### src/rtl/stopwatch_ctrl.sv
// stopwatch_ctrl: button conditioning, IDLE/RUN/PAUSE control and 1 Hz tick prescaler for the MM:SS stopwatch.
// Optional long-press clear on btn_startstop is enabled by defining STOPWATCH_LONGPRESS_CLEAR_EN.
module stopwatch_ctrl #(
    parameter int DEBOUNCE_CYC = 50,
    parameter int TICK_DIV     = 5000,
    parameter int LONG_CYC     = 10000
) (
    input  logic       clkin,
    input  logic       reset,
    input  logic       btn_startstop,
    input  logic       btn_clear,
    output logic       run,
    output logic       tick,
    output logic       clear_pulse,
    output logic [1:0] state
);
    localparam int DW = (DEBOUNCE_CYC > 1) ? $clog2(DEBOUNCE_CYC) : 1;
    localparam int PW = (TICK_DIV > 1) ? $clog2(TICK_DIV) : 1;
    localparam logic [DW-1:0] DB_MAX = DW'(DEBOUNCE_CYC - 1);
    localparam logic [PW-1:0] PR_MAX = PW'(TICK_DIV - 1);

    typedef enum logic [1:0] {IDLE = 2'b00, RUN = 2'b01, PAUSE = 2'b10} state_t;

    // Button vectors: bit 0 is startstop, bit 1 is clear.
    logic [1:0]         s1_q, s1_d, s2_q, s2_d, db_q, db_d, dly_q, dly_d, press;
    logic [1:0][DW-1:0] cnt_q, cnt_d;
    state_t             state_q, state_d;
    logic [PW-1:0]      presc_q, presc_d;
    logic               tick_q, tick_d, clear_pulse_q, clear_pulse_d;
    logic               long_clr, clr, wrap;

    // Synchronize raw buttons and accept a new level only after it has been stable long enough.
    always_comb begin
        s1_d  = {btn_clear, btn_startstop};
        s2_d  = s1_q;
        dly_d = db_q;
        for (int i = 0; i < 2; i++) begin
            cnt_d[i] = (s2_q[i] != db_q[i] && cnt_q[i] != DB_MAX) ? cnt_q[i] + 1'b1 : '0;
            db_d[i]  = (s2_q[i] != db_q[i] && cnt_q[i] == DB_MAX) ? s2_q[i] : db_q[i];
        end
    end

    // Synchronizer, debounce and press-edge registers; buttons reset to the released level.
    always_ff @(posedge clkin or negedge reset) begin
        if (!reset) begin
            s1_q  <= '1;
            s2_q  <= '1;
            db_q  <= '1;
            dly_q <= '1;
            cnt_q <= '0;
        end else begin
            s1_q  <= s1_d;
            s2_q  <= s2_d;
            db_q  <= db_d;
            dly_q <= dly_d;
            cnt_q <= cnt_d;
        end
    end

    assign press = dly_q & ~db_q;

`ifdef STOPWATCH_LONGPRESS_CLEAR_EN
    localparam int LW = $clog2(LONG_CYC + 1);
    localparam logic [LW-1:0] LP_FIRE = LW'(LONG_CYC - 1);
    localparam logic [LW-1:0] LP_SAT  = LW'(LONG_CYC);
    logic [LW-1:0] lp_q, lp_d;

    // Long-press timer saturates past the fire point so one hold clears only once.
    always_comb begin
        lp_d     = db_q[0] ? '0 : (lp_q == LP_SAT) ? lp_q : lp_q + 1'b1;
        long_clr = ~db_q[0] && (lp_q == LP_FIRE);
    end

    // Long-press timer register.
    always_ff @(posedge clkin or negedge reset) begin
        if (!reset) lp_q <= '0;
        else        lp_q <= lp_d;
    end
`else
    assign long_clr = 1'b0;
`endif

    // Next state, prescaler and pulse outputs; clear overrides startstop and suppresses a pending tick.
    always_comb begin
        clr           = press[1] | long_clr;
        wrap          = presc_q == PR_MAX;
        state_d       = clr ? IDLE : !press[0] ? state_q : (state_q == RUN) ? PAUSE : RUN;
        presc_d       = (clr || state_q == IDLE) ? '0 : (state_d != RUN) ? presc_q : wrap ? '0 : presc_q + 1'b1;
        tick_d        = !clr && state_q != IDLE && state_d == RUN && wrap;
        clear_pulse_d = clr;
    end

    // Control FSM with registered tick and clear pulses.
    always_ff @(posedge clkin or negedge reset) begin
        if (!reset) begin
            state_q       <= IDLE;
            presc_q       <= '0;
            tick_q        <= 1'b0;
            clear_pulse_q <= 1'b0;
        end else begin
            state_q       <= state_d;
            presc_q       <= presc_d;
            tick_q        <= tick_d;
            clear_pulse_q <= clear_pulse_d;
        end
    end

    assign state       = state_q;
    assign run         = state_q == RUN;
    assign tick        = tick_q;
    assign clear_pulse = clear_pulse_q;
endmodule

### config.mk
export PLATFORM = sky130hd
export DESIGN_NAME = stopwatch_ctrl
export DESIGN_NICKNAME = d
export VERILOG_FILES = /design/src/rtl/stopwatch_ctrl.sv
export SDC_FILE = /design/constraint.sdc
export NUM_CORES = 1
export LEC_CHECK = 0
export BUFFER_PORTS_ARGS = -buffer_cell sky130_fd_sc_hd__clkbuf_2
export CORE_UTILIZATION = 30
export CTS_CLUSTER_SIZE = 20
export DETAILED_ROUTE_END_ITERATION = 7
export PLACE_DENSITY = 0.53
export SLEW_MARGIN = 20
export SYNTH_ARGS = -nofsm -noshare
export SYNTH_HDL_FRONTEND = slang
export SYNTH_SLANG_ARGS = --single-unit
### constraint.sdc
create_clock -name clkin -period 5.32 [get_ports clkin]
set_input_delay 0.266 -clock clkin [delete_from_list [all_inputs] [get_ports clkin]]
set_output_delay 0.266 -clock clkin [all_outputs]
set_load 0.01 [all_outputs]
======== Word level (Yosys, flattened, before mapping) ========
Index checks and enable logic that the tools add are counted.
operators by class
  $add $sub $neg .......................... 3
  equality and inequality tests ........... 11
  muxes and demuxes ....................... 8
  bitwise gates (word level) .............. 2
  reduce and logical (&&, ||, !) cells .... 11
operators by type and width
  kind                   number
  $mux 13                3
  $add 13x1->13 const B  1
  $eq 13x13->1 const B   1
  $add 6x1->6 const B    2
  $eq 6x6->1 const B     2
  $mux 6                 2
  $ne 6x6->1 const B     2
  $logic_and 1x1->1      7
  $mux 2                 3
  $eq 2x1->1 const B     2
  $and 2x2->2            1
  $logic_not 2->1        1
  $ne 1x1->1             2
  $ne 2x1->1 const B     1
  $ne 2x2->1 const B     1
  $not 2->2              1
  $reduce_bool 2->1      1
  $logic_not 1->1        1
  $logic_or 1x1->1       1
storage, ports and cells
  register bits ........................... 37
  bits of input ports ..................... 4
  word-level logic and storage cells ...... 46

======== Logic depth before layout (Yosys ltp) ========
Gate-level depths: netlist (run 1).
  depth after elaboration ................. 7
  mapped depth ............................ 7

======== Least setup slack after synthesis (run 1) ========
Ideal clock, no wire load.
  path type ............................... register -> register
  start ................................... register presc_q[10]
  end ..................................... register presc_q[3]
  setup time .............................. 0.132 ns
  arrival time ............................ 1.814 ns
  required time ........................... 5.188 ns
  setup slack ............................. 3.374 ns
  cell stages (with the launch flop) ...... 7
  buffers on the path ..................... 2
  period minus slack after synthesis ...... 1.946 ns
  cells stage by stage .................... dfrtp_1 -> or4b_1 -> or4_1 -> buf_2 -> buf_6 -> nand4_1 -> a31oi_1
on the way
  longest elaborated chain between the ends .. 4
ends and longest elaborated chain
  item                    line  source
  start, declared         28    logic [PW-1:0] presc_q, presc_d;
  start signal, assigned  102   presc_q <= presc_d;
  $eq 13x13->1            86    wrap = presc_q == PR_MAX;
  $mux 13 (3 in a row)    88    presc_d = (clr || state_q == IDLE) ? '0 : (state_d != RUN) ? presc_q : wrap ? '0 : presc_q + 1'b1;
No other way between the ends. The select of a mux whose other input is x is not followed.
A chain may end at the register's enable or synchronous reset.

======== Worst setup path after layout (run 1) ========
  start ................................... register presc_q[10]
  end ..................................... register presc_q[8]
The elaborated chain is that of the path after synthesis.

==> flow_summary_export.csv, run 1 <==
group,metric,value,unit
critical_path,reg2reg_depth,4,
cts,cts_sinks,37,
place,portBuffers,8,
logic_synthesis,syn-cell-area,1769,sq um
cts,post_cts_buffers,0,
floorplan,die-width,78.80,um
floorplan,ios,9,
routing,firstDrtPassIters,4,
logic_synthesis,synth_mux_area_frac,0.02475,
cts,clockRootBuffer,"clkbuf_8",
global_route,grt_pass1_vias,1196,
critical_path,reg2reg_slack,3.09,ns
timing,setup-violations-final,0,
global_route,grt_pass1_wl,5630,um
critical_path,cp-end-kind,"flip-flop",
global_route,antenna_found_initial,0,
floorplan,initial_core_util,0.3155,
cts,htreeDepth,2,
layout,multiInputGateArea,768.2,sq um
routing,vias_per_cell,5.135,
routing,dr_wl_met3,138,um
cts,clkTransAtPathRegs,0.08,ns
logic_synthesis,synth_edf_count,0,
layout,antenna_cells,0,
routing,drt-met1-wl,1603,um
place,place.gp.congestion,0.7360,
floorplan,coreArea,5608,sq um
cts,cts_tree,"done",
routing,dr_total_vias,1289,
critical_path,reg2reg_from,"presc_q[10]",
cts,post_cts_resized,0,
logic_synthesis,synth_top_family_by_area,"simple AND/OR/NAND/NOR gates",
critical_path,timing.rr.end,"presc_q[8]",
routing,wl_per_cell,12.79,um
routing,routed_wl,3210,um
global_route,grt_max_degree,38,
global_route,grt_util_all_layers,0.1181,
power,leakage,0.8457,nW
logic_synthesis,synth_compound_gate_area_share,0.1245,
critical_path,arrival,2.41,ns
logic_synthesis,synth-adder-area-share,0.03536,
routing,dr_wl_met2,1394,um
power,ir_drop,0.1914,mV
status,status,"finished, final reports clean",
routing,ant_nets,0,
critical_path,start_kind,"flip-flop",
timing,finalCriticalPeriod,2.235,ns
logic_synthesis,synth_ff_type,"dfrtp_1",
worst_hold_path,min-delay-start,"btn_startstop",
flow_run,cap_viol_max_count,0,
layout,num-fill-cells,590,
floorplan,fp.dieArea,6209,sq um
place,dp.final_hpwl,2111,um
worst_hold_path,min-delay-path-class,"in2reg",
timing,finClkSkew,0.009651,ns
layout,nets,187,
layout,area_delta_synth_final,11.88,%
logic_synthesis,synth_seq_cells,37,
timing,slew_viol_final,0,
routing,drt_iter0_drc,68,
logic_synthesis,synth_cells,170,
cts,numCtsBuffers,5,
logic_synthesis,synth_fp_nets,179,
timing,finalCritPeriodShare,0.4200,
logic_synthesis,async_reset_ff_frac,1.000,
floorplan,die_h,78.80,um
layout,seq_area,935.9,sq um
cts,holdBufCountCts,0,
logic_synthesis,synth_warnings,0,
power,power.density,280.0,nW/um^2
critical_path,required,5.50,ns
timing,fin_tns_setup,0,ns
routing,drc,0,
routing,dr.max_layer_used,"met4",
worst_hold_path,hold_path_end,"s1_q[0]",
logic_synthesis,synth-xor-area-share,0.05446,
cts,clk_latency,0.30,ns
critical_path,critPathKind,"reg2reg",
global_route,overflow,0,
logic_synthesis,yosysUniqueCellTypes,39,
timing,worstMarginPinSlew,0.8871,ns
cts,cts_buffer_depth,2,
timing,clock.fmax,0.4475,GHz
timing,slew_headroom,0.4086,
critical_path,crit_fanout,14,
floorplan,rows,27,
layout,drive_gt1_frac,0.1564,
logic_synthesis,seq_area_frac_synth,0.5290,
logic_synthesis,syn_avg_cell_area,10.41,sq um
layout,final_util,0.3530,
timing,finalHoldViolations,0,
timing,rsz0062_at_grt,"false",
logic_synthesis,synth-simple-area-share,0.1952,
worst_hold_path,worst_hold_path.num_cells,1,
-- metal layers --
| layer | GRT usage | up-vias |
|---|---|---|
| met2 | 0.1617 | 25 |
| met5 | 0 | - |
| met3 | 0.03218 | 8 |
| li1 | - | 640 |
| met4 | 0.06667 | 0 |
| met1 | 0.1653 | 616 |
-- cell usage in the layout, fill, tap and decap left out, types with 2 or more instances in the layout --
cell	netlist	routed
a31oi_1	5	5
a41oi_1	3	3
and3_1	3	3
clkbuf_2	0	8
clkbuf_8	0	5
dfrtp_1	29	29
dfstp_2	8	8
ha_1	5	5
inv_1	8	8
mux2_2	3	3
nand2_1	13	13
nand2b_1	2	2
nand3_1	14	14
nand4_1	8	8
nor2_1	17	17
nor3_1	2	2
nor4_1	5	5
o2111ai_1	5	5
o21a_1	2	2
o21ai_1	2	2
o2bb2ai_1	2	2
o31a_1	2	2
xnor2_1	5	5
xor2_1	6	6
-- critical path: stages (launching register included) --
cell and delay (ns):
dfrtp_1 0.43, or4b_1 0.52, or4_1 0.78, nand3_1 0.26
o211ai_1 0.12
-- sequential cells by signal, indices dropped and copies added (netlist names) --
register / cells
s1_q: 2
presc_q: 13
cnt_q: 12
tick: 1
db_q: 2
clear_pulse: 1
s2_q: 2
dly_q: 2
state: 2
-- stage by stage --
stage	setup WS [ns]	total power, W	cell area [sq um]	hold WS, ns	cells
2_1_floorplan	3.374	0.0003044	1769	-0.02959	170
3_3_place_gp	3.112	0.0003132	1864	0.3458	243
3_5_place_dp	3.093	0.0003136	1864	0.3476	243
4_1_cts	3.086	0.0005622	1979	0.03299	251
5_1_grt	2.953	0.0005765	1979	0.02735	251
6_report	3.085	0.0005542	1979	0.03947	251
-- worst max-delay path by stage --
stage / startpoint / end / slack, ns
detailed placement: presc_q[10] / presc_q[8] / 3.09
finish: presc_q[10] / presc_q[8] / 3.09
global placement: presc_q[10] / presc_q[8] / 3.11
CTS: presc_q[10] / presc_q[0] / 3.09
global route: presc_q[10] / presc_q[8] / 2.95
floorplan: presc_q[10] / presc_q[3] / 3.37
-- area by class of cell --
type | instances | share of cell area
tap | 72 | 0.04551
sequential | 37 | 0.4728
multi-input combinational | 118 | 0.3881
inverter | 8 | 0.01517
clock inverter | 3 | 0.02339
timing repair buffer | 8 | 0.02023
clock buffer | 5 | 0.03477
-- cell families (layout without fill, tap and decap cells) --
family                     Yosys count  in the layout
AOI/OAI and AO/OA                   29             29
xor gates and xnor gates            11             11
adders and majority gates            5              5
buffers and inverters               15             24
DFF                                 37             37
muxes                                4              4
and+or+nand+nor                     69             69
-- synthesized netlist by cell type (all sizes together) (2+ instances only) --
master / instances / area, sq um
a31oi: 5 / 31.28
a41oi: 3 / 26.28
and3: 3 / 18.77
buf: 2 / 16.26
clkbuf: 5 / 18.77
dfrtp: 29 / 725.7
dfstp: 8 / 210.2
ha: 5 / 62.56
inv: 8 / 30.03
mux2: 3 / 33.78
nand2: 13 / 48.80
nand2b: 2 / 12.51
nand3: 14 / 70.07
nand4: 8 / 50.05
nor2: 17 / 63.81
nor3: 2 / 10.01
nor4: 5 / 31.28
o2111ai: 5 / 43.79
o21a: 2 / 15.01
o21ai: 3 / 15.01
o2bb2ai: 2 / 17.52
o31a: 3 / 27.53
xnor2: 5 / 43.79
xor2: 6 / 52.55
-- where the power goes --
| part | internal, W | switching, W | total, W |
|---|---|---|---|
| logic | 0.00000513 | 0.0000103 | 0.0000154 |
| clock network | 0.000140 | 0.000107 | 0.000247 |
| registers | 0.000288 | 0.00000415 | 0.000292 |
| total | 0.000433 | 0.000121 | 0.000554 |
No activity file was read; power rests on OpenSTA's default activity.
==> run 2: changes to the inputs <==
Clock period 5.32 ns to 2.1 ns, I/O delays scaled along.
==> run 2 against run 1 <==
Against the previous run: maximum frequency rose by 13%; critical path type unchanged; clock power rose to 3.0 times the previous value; routed wire length rose by 8.0%.
==> flow_summary_export.csv, run 2 (synthesis results as in run 1) <==
group,metric,value,unit
global_route,grt_pass1_vias,1287,
routing,wl_per_cell,13.04,um
timing,clock.fmax,0.5064,GHz
worst_hold_path,min-delay-path-class,"reg2reg",
cts,htreeDepth,2,
routing,vias_per_cell,5.004,
timing,finClkSkew,0.005487,ns
routing,dr.max_layer_used,"met4",
layout,nets,202,
global_route,grt_max_degree,38,
timing,worstMarginPinSlew,0.4661,ns
routing,drt-met1-wl,1814,um
routing,ant_nets,0,
timing,setup-violations-final,0,
power,ir_drop,0.3483,mV
power,p_sw_frac,0.2013,
routing,dr_wl_met3,169,um
layout,antenna_cells,0,
cts,clkTransAtPathRegs,0.08,ns
critical_path,required,2.27,ns
routing,drc,0,
worst_hold_path,hold_path_end,"s2_q[1]",
timing,finalHoldViolations,0,
place,dp.final_hpwl,2334,um
routing,dr_wl_met2,1461,um
critical_path,reg2reg_slack,0.13,ns
timing,finalCritPeriodShare,0.9403,
critical_path,reg2reg_depth,5,
cts,post_cts_resized,0,
routing,dr_total_vias,1331,
cts,post_cts_buffers,0,
cts,cts_buffer_depth,2,
layout,largest_reg_flops,13,
global_route,grt_pass1_wl,6051,um
critical_path,reg2reg_from,"presc_q[10]",
cts,holdBufCountCts,3,
floorplan,fp.dieArea,6209,sq um
layout,layout_common_cells,"29 x dfrtp_1, 17 x nor2_1, 14 x nand3_1, 13 x nand2_1, 12 x buf_4",
power,leakage,0.9309,nW
timing,slew_headroom,0.6893,
timing,rsz0062_at_grt,"false",
cts,clk_latency,0.29,ns
floorplan,initial_core_util,0.3155,
global_route,overflow,0,
power,seqPwrFrac,0.482,
routing,firstDrtPassIters,4,
global_route,antenna_found_initial,0,
flow_run,cap_viol_max_count,0,
routing,routed_wl,3468,um
critical_path,arrival,2.15,ns
floorplan,die_h,78.80,um
cts,numCtsBuffers,5,
power,power_frac_comb,0.029,
floorplan,ios,9,
layout,top_register,"presc_q",
layout,drive_gt1_frac,0.2062,
power,power.switching,0.0003086,W
floorplan,rows,27,
place,preCtsSetupSlack,0.1337,ns
timing,finalCriticalPeriod,1.975,ns
timing,slew_viol_final,0,
cts,cts_tree,"done",
critical_path,critPathKind,"reg2reg",
critical_path,crit_fanout,9,
global_route,grt_util_all_layers,0.1237,
critical_path,crit_start,"presc_q[10]",
place,portBuffers,8,
power,clkPwrFrac,0.489,
routing,drt_iter0_drc,72,
status,status,"finished, final reports clean",
timing,fin_ws,0.1254,ns
timing,fin_tns_setup,0,ns
floorplan,die-width,78.80,um
critical_path,timing.rr.end,"presc_q[8]",
worst_hold_path,worst_hold_path.num_cells,0,
worst_hold_path,min-delay-start,"s1_q[1]",
place,place.gp.congestion,0.7195,
cts,clockRootBuffer,"clkbuf_8",
critical_path,cp_cell_sequence,"or4b_1, or4_1, buf_4, nand3_1, o211ai_1",
power,power.density,722.5,nW/um^2
critical_path,start_kind,"flip-flop",
cts,cts_sinks,37,
critical_path,crit_path_top_delay_cell,"or4_1",
floorplan,coreArea,5608,sq um
layout,top_regs,"presc_q: 13 flops, cnt_q: 12 flops",
layout,mostFrequentLayoutCell,"dfrtp_1",
power,p_int,0.001225,W
critical_path,cp-end-kind,"flip-flop",
layout,area_delta_synth_final,19.94,%
critical_path,slowest_delay,0.53,ns
==> run 2: worst max path at each step <==
stage                            end  slack [ns]  cells past startpoint
final                     presc_q[8]        0.13                      5
after global routing      presc_q[4]        0.07                      5
after CTS                 presc_q[8]        0.13                      5
after detailed placement  presc_q[8]        0.13                      5
after global placement    presc_q[8]        0.14                      5
after floorplan           presc_q[3]        0.15                      6
==> run 2: layout make-up <==
| cell class | instances | area, sq um |
|---|---|---|
| inverters | 8 | 30.03 |
| clock buffers | 5 | 68.82 |
| repair buffers | 23 | 160.2 |
| flip-flops and latches | 37 | 935.9 |
| multi-input cells | 118 | 768.2 |
| well taps | 72 | 90.09 |
| clock inverters | 3 | 68.82 |
| fillers | 577 | 3486 |
==> run 2: worst max-delay path, delay by kind of cell, from the launching register on <==
family                 cells  cell delay (ns)
buffers and inverters      1             0.19
AOI/OAI and AO/OA          1             0.11
and+or+nand+nor            3             1.18
DFF                        1             0.37
==> run 2: metal layers <==
layer,GRT usage,vias up
li1,-,668
met3,0.03563,2
met2,0.1800,32
met1,0.1732,629
met4,0.04444,0
met5,0,-
==> run 2: power by group through the flow <==
stage          Sequential [W]  Combinational, W  Clock, W
2_1_floorplan        0.000751         0.0000202         0
3_3_place_gp         0.000753         0.0000421         0
3_5_place_dp         0.000753         0.0000425         0
4_1_cts              0.000740         0.0000468  0.000775
5_1_grt              0.000742         0.0000549  0.000800
6_report             0.000739         0.0000446  0.000749
==> run 2: metrics by stage <==
step	hold slack, ns	std cells	power [W]	instance area [sq um]	utilization
2_1_floorplan	-0.1906	170	0.0007712	1769	-
3_3_place_gp	0.1817	255	0.0007949	1954	0.3485
3_5_place_dp	0.1828	255	0.0007955	1954	0.3485
4_1_cts	0.3608	266	0.001561	2122	0.3784
5_1_grt	0.3649	266	0.001597	2122	0.3784
6_report	0.3578	266	0.001533	2122	0.3784
==> run 3: changes to the inputs <==
Clock period 2.1 ns to 2.35 ns, I/O delays scaled along.
==> run 3 against run 2 <==
Against the previous run: highest routed layer unchanged; die area unchanged; flip-flop and latch count is the same; largest power group is now registers; global-route usage decreased by 0.26 points; sequential share of layout area is 2.3 points higher; maximum frequency fell by 3.3%; largest cell class unchanged.
==> flow_summary_export.csv, run 3 (synthesis results as in run 1) <==
group,metric,value,unit
status,status,"finished, final reports clean",
floorplan,fp.dieArea,6209,sq um
power,clkPwrFrac,0.392,
timing,clock.fmax,0.4895,GHz
floorplan,rows,27,
critical_path,slowest_delay,0.54,ns
cts,numCtsBuffers,5,
routing,wl_per_cell,12.71,um
cts,clockRootBuffer,"clkbuf_8",
timing,setup-violations-final,0,
routing,drc,0,
layout,stdcell_area,2016,sq um
timing,finClkSkew,0.001991,ns
layout,drive_gt1_frac,0.1720,
timing,fin_ws,0.3073,ns
place,dp_cells,247,
global_route,grt_util_all_layers,0.1211,
timing,finalCriticalPeriod,2.043,ns
global_route,antenna_found_initial,0,
flow_run,cap_viol_max_count,0,
floorplan,coreArea,5608,sq um
timing,slew_viol_final,0,
global_route,grt_pass1_vias,1146,
worst_hold_path,worst_hold_path.num_cells,0,
cts,clk_latency,0.29,ns
layout,layout_common_cells,"29 x dfrtp_1, 17 x nor2_1, 14 x nand3_1, 13 x nand2_1",
timing,fin_tns_setup,0,ns
power,ir_drop,0.2405,mV
cts,clkTransAtPathRegs,0.08,ns
routing,vias_per_cell,5.124,
worst_hold_path,min-delay-path-class,"reg2reg",
timing,rsz0062_at_grt,"false",
cts,htreeDepth,2,
floorplan,ios,9,
critical_path,critPathKind,"reg2reg",
place,dp.final_hpwl,2174,um
cts,post_cts_resized,0,
floorplan,die-width,78.80,um
critical_path,start_kind,"flip-flop",
critical_path,crit_cells,5,
critical_path,crit_buf_inv,1,
power,p_int,0.0008761,W
routing,routed_wl,3278,um
place,preCtsSetupSlack,0.3208,ns
cts,cts_buffer_depth,2,
routing,dr_total_vias,1322,
critical_path,crit_family,"simple AND/OR/NAND/NOR gates",
cts,post_cts_buffers,0,
cts,cts_sinks,37,
power,seqPwrFrac,0.575,
routing,ant_nets,0,
layout,num-fill-cells,588,
layout,top_regs,"presc_q: 13 flops, cnt_q: 12 flops",
layout,mostFrequentLayoutCell,"dfrtp_1",
critical_path,cp-end-kind,"flip-flop",
place,portBuffers,8,
layout,top_register,"presc_q",
power,p_sw_frac,0.2377,
critical_path,cp_cell_sequence,"or4b_1, or4_1, buf_4, a41oi_1, a31oi_1",
critical_path,reg2reg_depth,5,
layout,area_delta_synth_final,13.93,%
power,power.switching,0.0002733,W
floorplan,die_h,78.80,um
place,postPlaceCellArea,1894,sq um
global_route,overflow,0,
timing,slew_headroom,0.3893,
layout,fin_cells,258,
layout,nets,194,
routing,firstDrtPassIters,4,
routing,drt_iter0_drc,114,
critical_path,arrival,2.21,ns
layout,largest_reg_flops,13,
timing,worstMarginPinSlew,0.9160,ns
timing,finalHoldViolations,0,
cts,cts_tree,"done",
timing,finalCritPeriodShare,0.8692,
global_route,grt_max_degree,38,
power,leakage,0.8685,nW
layout,antenna_cells,0,
place,place.gp.congestion,0.7338,
critical_path,required,2.52,ns
global_route,grt_pass1_wl,5754,um
critical_path,crit_path_top_delay_cell,"or4_1",
power,power.density,570.2,nW/um^2
critical_path,crit_fanout,11,
floorplan,initial_core_util,0.3155,
layout,final_util,0.3594,
power,power_frac_comb,0.034,
## run 3: cell count changes in the layout (fill, tap and decap cells not counted)
cell       before  now
clkinv_2        0    1
clkinv_4        0    2
buf_4          12    4
inv_6           1    0
bufinv_16       2    0
## run 3: repair_timing
item,CTS,global route
hold buffers,3,0
endpoints found under the setup margin,0,0
hold endpoints to repair,31,0
## run 3: per-stage QoR
step | power [W] | hold slack, ns
floorplan | 0.0006891 | -0.1781
global placement | 0.0007093 | 0.2059
detailed placement | 0.0007094 | 0.2063
CTS | 0.001180 | 0.3610
global route | 0.001215 | 0.3676
finish | 0.001149 | 0.3587
## run 3: worst paths after layout
| path | startpoint | endpoint | slack (ns) |
|---|---|---|---|
| hold reg to reg | s1_q[1] | s2_q[1] | 0.36 |
| max in group asynchronous | reset | presc_q[2] | 1.29 |
| setup / recovery | presc_q[10] | presc_q[3] | 0.31 |
| setup reg to reg | presc_q[10] | presc_q[3] | 0.31 |
| min in group asynchronous | reset | cnt_q[6] | 0.49 |
| hold / removal | s1_q[1] | s2_q[1] | 0.36 |
## run 3: worst reg2reg max path: stages (launching register included)
cell and delay [ns]:
dfrtp_1 0.43, or4b_1 0.52, or4_1 0.54, buf_4 0.20, a41oi_1 0.18, a31oi_1 0.05
## run 3: power groups by stage
stage,Clock [W],Sequential [W],Combinational [W]
floorplan,0,0.000671,0.0000180
global placement,0,0.000673,0.0000364
detailed placement,0,0.000673,0.0000366
CTS,0.000479,0.000661,0.0000405
global route,0.000505,0.000663,0.0000473
finish,0.000450,0.000661,0.0000386
## run 3: per-layer routing
metal	track usage	vias up	wire length, um
li1	-	649	-
met3	0.03103	8	156
met2	0.1617	29	1370
met5	0	-	0
met4	0.05000	0	62
met1	0.1817	636	1688
## run 3: final cells by class
| class | count | area (sq um) | area share |
|---|---|---|---|
| clock buffer | 5 | 68.82 | 0.03414 |
| clock inverter | 3 | 22.52 | 0.01117 |
| inverter | 8 | 30.03 | 0.01490 |
| multi-input combinational | 118 | 768.2 | 0.3811 |
| sequential | 37 | 935.9 | 0.4643 |
| tap | 72 | 90.09 | 0.04469 |
| timing repair buffer | 15 | 100.1 | 0.04966 |
